$ cat src/rtl/data_axi_bridge.sv
// -----------------------------------------------------------------------------
// data_axi_bridge
//   Data-side bridge between the MEM stage's SRAM-style RAM control interface
//   and a single-beat AXI master port. Each accepted request becomes exactly
//   one AXI read or write burst of length 1. The pipeline is held with
//   stall_req until the AXI transaction completes. A one-cycle DONE state then
//   releases the pipeline so the completing instruction is not reissued.
//
// Ports
//   clk, resetn         : clock, asynchronous active-low reset
//   ram_*               : request from MEM stage (en, byte strobes, addr,
//                         write data, size) and raw read word back
//   stall_req           : hold IF..MEM while a transaction is in flight
//   ar*/r*              : AXI read address / read data channels
//   aw*/w*/b*           : AXI write address / write data / write response
// -----------------------------------------------------------------------------
module data_axi_bridge #(
    parameter logic [3:0] AXI_ID = 4'b0001
) (
    input  logic        clk,
    input  logic        resetn,
    // MEM-stage RAM interface
    input  logic        ram_en,
    input  logic [3:0]  ram_write_en,
    input  logic [31:0] ram_addr,
    input  logic [31:0] ram_write_data,
    input  logic [2:0]  ram_size,
    output logic [31:0] ram_read_data,
    output logic        stall_req,
    // AXI read address
    output logic [3:0]  arid,
    output logic [31:0] araddr,
    output logic [7:0]  arlen,
    output logic [2:0]  arsize,
    output logic [1:0]  arburst,
    output logic        arvalid,
    input  logic        arready,
    // AXI read data
    input  logic [31:0] rdata,
    input  logic        rvalid,
    input  logic        rlast,
    input  logic [1:0]  rresp,
    input  logic [3:0]  rid,
    output logic        rready,
    // AXI write address
    output logic [3:0]  awid,
    output logic [31:0] awaddr,
    output logic [7:0]  awlen,
    output logic [2:0]  awsize,
    output logic [1:0]  awburst,
    output logic        awvalid,
    input  logic        awready,
    // AXI write data
    output logic [31:0] wdata,
    output logic [3:0]  wstrb,
    output logic        wlast,
    output logic        wvalid,
    input  logic        wready,
    // AXI write response
    input  logic [1:0]  bresp,
    input  logic        bvalid,
    input  logic [3:0]  bid,
    output logic        bready
);

    typedef enum logic [2:0] {
        IDLE    = 3'd0,
        RD_ADDR = 3'd1,
        RD_DATA = 3'd2,
        WR_REQ  = 3'd3,
        WR_RESP = 3'd4,
        DONE    = 3'd5
    } state_t;

    state_t      state_q, state_d;
    logic [31:0] addr_q, addr_d;
    logic [31:0] data_q, data_d;
    logic [2:0]  size_q, size_d;
    logic [3:0]  strb_q, strb_d;
    logic [31:0] rdata_q, rdata_d;
    logic        aw_done_q, aw_done_d;
    logic        w_done_q, w_done_d;

    logic [31:0] phys_addr;
    logic        aw_hs;
    logic        w_hs;

    // Responses are assumed OK and IDs/last are implied by single-beat bursts.
    logic unused_resp;
    assign unused_resp = ^{rlast, rresp, rid, bresp, bid};

    // kseg0/kseg1 (0x8000_0000..0xBFFF_FFFF) are unmapped windows onto the
    // low 512 MB; everything else is passed through untranslated.
    assign phys_addr = (ram_addr[31:30] == 2'b10) ? {3'b000, ram_addr[28:0]} : ram_addr;

    // AXI outputs depend only on registered state, so valids and payload
    // are glitch-free and stable until their handshake.
    assign arid    = AXI_ID;
    assign araddr  = addr_q;
    assign arlen   = 8'd0;
    assign arsize  = size_q;
    assign arburst = 2'b01;
    assign arvalid = (state_q == RD_ADDR);
    assign rready  = (state_q == RD_DATA);

    assign awid    = AXI_ID;
    assign awaddr  = addr_q;
    assign awlen   = 8'd0;
    assign awsize  = size_q;
    assign awburst = 2'b01;
    assign awvalid = (state_q == WR_REQ) && !aw_done_q;

    assign wdata   = data_q;
    assign wstrb   = strb_q;
    assign wlast   = 1'b1;
    assign wvalid  = (state_q == WR_REQ) && !w_done_q;

    assign bready  = (state_q == WR_RESP);

    assign aw_hs = awvalid && awready;
    assign w_hs  = wvalid && wready;

    assign ram_read_data = rdata_q;

    // Stall asserts combinationally in the request cycle so the pipeline
    // never advances past an unaccepted request; DONE is the only
    // non-idle state that lets it go.
    assign stall_req = ((state_q == IDLE) && ram_en) ||
                       (state_q inside {RD_ADDR, RD_DATA, WR_REQ, WR_RESP});

    always_comb begin
        state_d   = state_q;
        addr_d    = addr_q;
        data_d    = data_q;
        size_d    = size_q;
        strb_d    = strb_q;
        rdata_d   = rdata_q;
        aw_done_d = aw_done_q;
        w_done_d  = w_done_q;
        case (state_q)
            IDLE: begin
                if (ram_en) begin
                    addr_d    = phys_addr;
                    data_d    = ram_write_data;
                    size_d    = ram_size;
                    strb_d    = ram_write_en;
                    aw_done_d = 1'b0;
                    w_done_d  = 1'b0;
                    state_d   = (ram_write_en == 4'b0000) ? RD_ADDR : WR_REQ;
                end
            end
            RD_ADDR: begin
                if (arready) state_d = RD_DATA;
            end
            RD_DATA: begin
                if (rvalid) begin
                    rdata_d = rdata;
                    state_d = DONE;
                end
            end
            WR_REQ: begin
                // AW and W complete independently; leave once both have,
                // whether in the same cycle or spread over several.
                if (aw_hs) aw_done_d = 1'b1;
                if (w_hs)  w_done_d  = 1'b1;
                if ((aw_done_q || aw_hs) && (w_done_q || w_hs)) state_d = WR_RESP;
            end
            WR_RESP: begin
                if (bvalid) state_d = DONE;
            end
            DONE: begin
                // Request inputs still show the completing instruction here;
                // ignoring them prevents a duplicate access.
                state_d = IDLE;
            end
            default: state_d = IDLE;
        endcase
    end

    always_ff @(posedge clk or negedge resetn) begin
        if (!resetn) begin
            state_q   <= IDLE;
            addr_q    <= 32'd0;
            data_q    <= 32'd0;
            size_q    <= 3'd0;
            strb_q    <= 4'd0;
            rdata_q   <= 32'd0;
            aw_done_q <= 1'b0;
            w_done_q  <= 1'b0;
        end else begin
            state_q   <= state_d;
            addr_q    <= addr_d;
            data_q    <= data_d;
            size_q    <= size_d;
            strb_q    <= strb_d;
            rdata_q   <= rdata_d;
            aw_done_q <= aw_done_d;
            w_done_q  <= w_done_d;
        end
    end

endmodule

$ cat config.mk
export PLATFORM = sky130hd
export DESIGN_NAME = data_axi_bridge
export DESIGN_NICKNAME = d
export VERILOG_FILES = /design/src/rtl/data_axi_bridge.sv
export SDC_FILE = /design/constraint.sdc
export NUM_CORES = 1
export LEC_CHECK = 0
export CORE_MARGIN = 8
export CORE_UTILIZATION = 35
export DETAILED_ROUTE_END_ITERATION = 10
export GPL_ROUTABILITY_DRIVEN = 0
export PLACE_DENSITY = 0.76
export SETUP_SLACK_MARGIN = 0.3
export SYNTH_ARGS = -nofsm -noshare
export SYNTH_HDL_FRONTEND = slang
export SYNTH_SLANG_ARGS = --single-unit
export TNS_END_PERCENT = 30
$ cat constraint.sdc
create_clock -name clk -period 2 [get_ports clk]
set_clock_uncertainty 0.2 [all_clocks]
set_input_delay 0.4 -clock clk [delete_from_list [all_inputs] [get_ports clk]]
set_output_delay 0.4 -clock clk [all_outputs]
set_load 0.1 [all_outputs]
==> flow_metrics.py <==
metrics = {
    "yosys": {
        "syn-mean-instance-area_um2": 15.0,
        "synth_most_common_cell": "dfrtp_1",
        "yosysSeqAreaShare_pct": 54.5,
        "synthFlopType": "dfrtp_1",
        "synth_edf_count": 0,
        "synthesis.instances": 331,
        "synth_area_leaders": "dfrtp_1 55%, mux2_4 15%, mux2_2 11%, buf_4 10%, buf_12 2.0%",
        "ys_warn_count": 0,
        "ys_async_sr_fraction_pct": 100,
        "synth_seq_cells": 108,
        "netlist.area_leader.share_pct": 54.5,
        "synth_top_area_cell": "dfrtp_1",
        "synth_common_cells": "108 x dfrtp_1, 68 x buf_4, 50 x mux2_4, 47 x mux2_2, 6 x nor2_1",
        "syn_area_mm2": 0.00496,
        "synth_cell_types": 32,
    },
    "route": {
        "routedWlPerCell_um": 21.4,
        "ant_nets": 0,
        "via_count": 3472,
        "finalWirelength_mm": 16.6,
        "drc": 0,
        "drt_iter0_drc": 98,
        "drtPass1Iterations": 4,
        "routed_via_density": 4.48,
    },
    "status": {
        "violations": "negative setup slack",
        "outcome": "complete, but fails checks",
    },
    "placement": {
        "place_area_mm2": 0.00898,
        "io_buffers": 254,
        "place_hpwl_mm": 12.5,
    },
    "global_routing": {
        "grt_antenna_before_repair": 0,
        "grt_pass1_vias": 3998,
        "overflow": 0,
        "grt_max_degree": 44,
        "grt_pass1_wl_mm": 25.1,
        "track_usage_pct": 18.1,
    },
    "clocking": {
        "clock_latency_ns": 0.34,
        "clock_path_buffers": 2,
        "root_buffer": "clkbuf_16",
        "tritoncts": "built",
        "cts.clk_slew.worst_paths_ns": 0.07,
        "htreeDepth": 3,
        "numCtsBuffers": 9,
        "cts_sinks": 108,
    },
    "setup_path": {
        "crit_required_ns": 1.40,
        "crit_arrival_ns": 1.46,
        "start_kind": "register",
        "crit_fanout": 5,
        "cp-end-kind": "primary output",
        "criticalPathCategory": "reg -> out",
    },
    "worst_hold_path": {
        "hold_path_class": "in -> reg",
    },
    "layout": {
        "final_cell_area_mm2": 0.00989,
        "antennaDiodeCount": 0,
        "drive_gt1_share_pct": 58.8,
        "fillers": 893,
        "final_nets": 714,
        "synthToLayoutAreaGrowth_pct": 99.6,
    },
    "floorplanning": {
        "core_region_area_mm2": 0.0139,
        "dieArea_mm2": 0.0182,
        "start_util_pct": 35.7,
        "top_level_ports": 297,
        "chipHeight_um": 135,
        "die_x_um": 135,
        "fp-row-count": 43,
    },
    "timing": {
        "fmax_mhz": 484,
        "finalSetupViolations": 4,
        "period_minus_slack_ns": 2.06,
        "rsz0062_at_grt": "true",
        "drv_slew": 0,
        "fin_ws_ns": -0.0648,
        "period_share_pct": 103,
        "hold_viol_final": 0,
    },
    "flow_run": {
        "maxCapViolCount": 0,
    },
}
worst max-delay path: stages, from the launching register on:
cell     delay [ns]
dfrtp_1        0.41
buf_6          0.15
nor2_4         0.11
mux2i_4        0.25
buf_12         0.20
registers in the layout, indices dropped and copies added, names as in the netlist:
register       flops
ram_read_data     32
araddr            32
wdata             32
state_q            3
wstrb              4
w_done_q           1
arsize             3
aw_done_q          1
cell type report:
| class | count | area (um2) | share of cell area, % |
|---|---|---|---|
| Tap cell | 180 | 225 | 2.28 |
| Multi-Input combinational cell | 167 | 2000 | 20.2 |
| Timing Repair Buffer | 299 | 4610 | 46.6 |
| Clock buffer | 11 | 253 | 2.55 |
| Sequential cell | 108 | 2730 | 27.6 |
| Clock inverter | 5 | 58.8 | 0.594 |
| Inverter | 5 | 21.3 | 0.215 |
layer usage:
layer	vias to the layer above	routed length (um)	share of wire (%)	GRT usage, %
met5	-	0	0	0
met4	0	116	0.70	3.21
met3	9	1600	9.7	8.02
met2	161	9190	55	34.0
met1	1755	5670	34	18.0
li1	1547	-	-	-
repair_timing:
| action | in CTS | in global routing |
|---|---|---|
| cloned | 2 | 2 |
| hold buffers | 1 | 0 |
| pin swaps | 10 | 5 |
| gates resized for setup | 72 | 22 |
| setup endpoints to repair | 107 | 111 |
| endpoints found under the hold margin | 25 | 0 |
| setup buffers | 11 | 6 |
cells in the final DEF (no fill, tap or decap), drive strengths merged, types with 4 or more instances in the layout:
cell type and count:
clkbuf 13, nand2b 4, buf 187, mux2 102
inv 6, nor2 7, clkdlybuf4s50 105, conb 29
dfrtp 108, o21ai 5
cell families after synthesis:
logic type             share of synthesized area [%]
AO/OA/AOI/OAI                                   1.87
buffers and inverters                           13.6
other                                          0.152
flip-flops                                      54.5
AND/OR/NAND/NOR                                 2.50
multiplexers                                    27.4
metrics by stage:
step           hold slack, ns  TNS [ns]  utilization (%)  setup slack (ns)  std cells
6_report                0.210    -0.202             71.3           -0.0648        775
5_1_grt                 0.196    -0.496             71.3            -0.123        775
4_1_cts                 0.326    -0.175             69.9           -0.0894        767
3_5_place_dp            0.146    -12.42             64.7            -0.268        737
3_3_place_gp            0.147    -10.38             64.7            -0.255        737
2_1_floorplan         -0.0956         0                -            0.0602        358
worst paths after layout:
kind / start / endpoint / slack [ns] / depth (start not counted)
worst max-delay path: state_q[0]$_DFFE_PN0P_ / stall_req / -0.06 / 4
worst min register to register: ram_read_data[20]$_DFFE_PN0P_ / ram_read_data[20]$_DFFE_PN0P_ / 0.38 / 1
max in group asynchronous: resetn / state_q[1]$_DFFE_PN0P_ / 0.67 / 3
worst min-delay path: ram_write_en[1] / wstrb[1]$_DFFE_PN0P_ / 0.21 / 2
min in group asynchronous: resetn / wdata[24]$_DFFE_PN0P_ / 0.34 / 2
worst max register to register: state_q[0]$_DFFE_PN0P_ / ram_read_data[22]$_DFFE_PN0P_ / 0.03 / 7
Power is not shown: default switching activity piles up to over one toggle a cycle in this logic, so the estimate is an artifact.
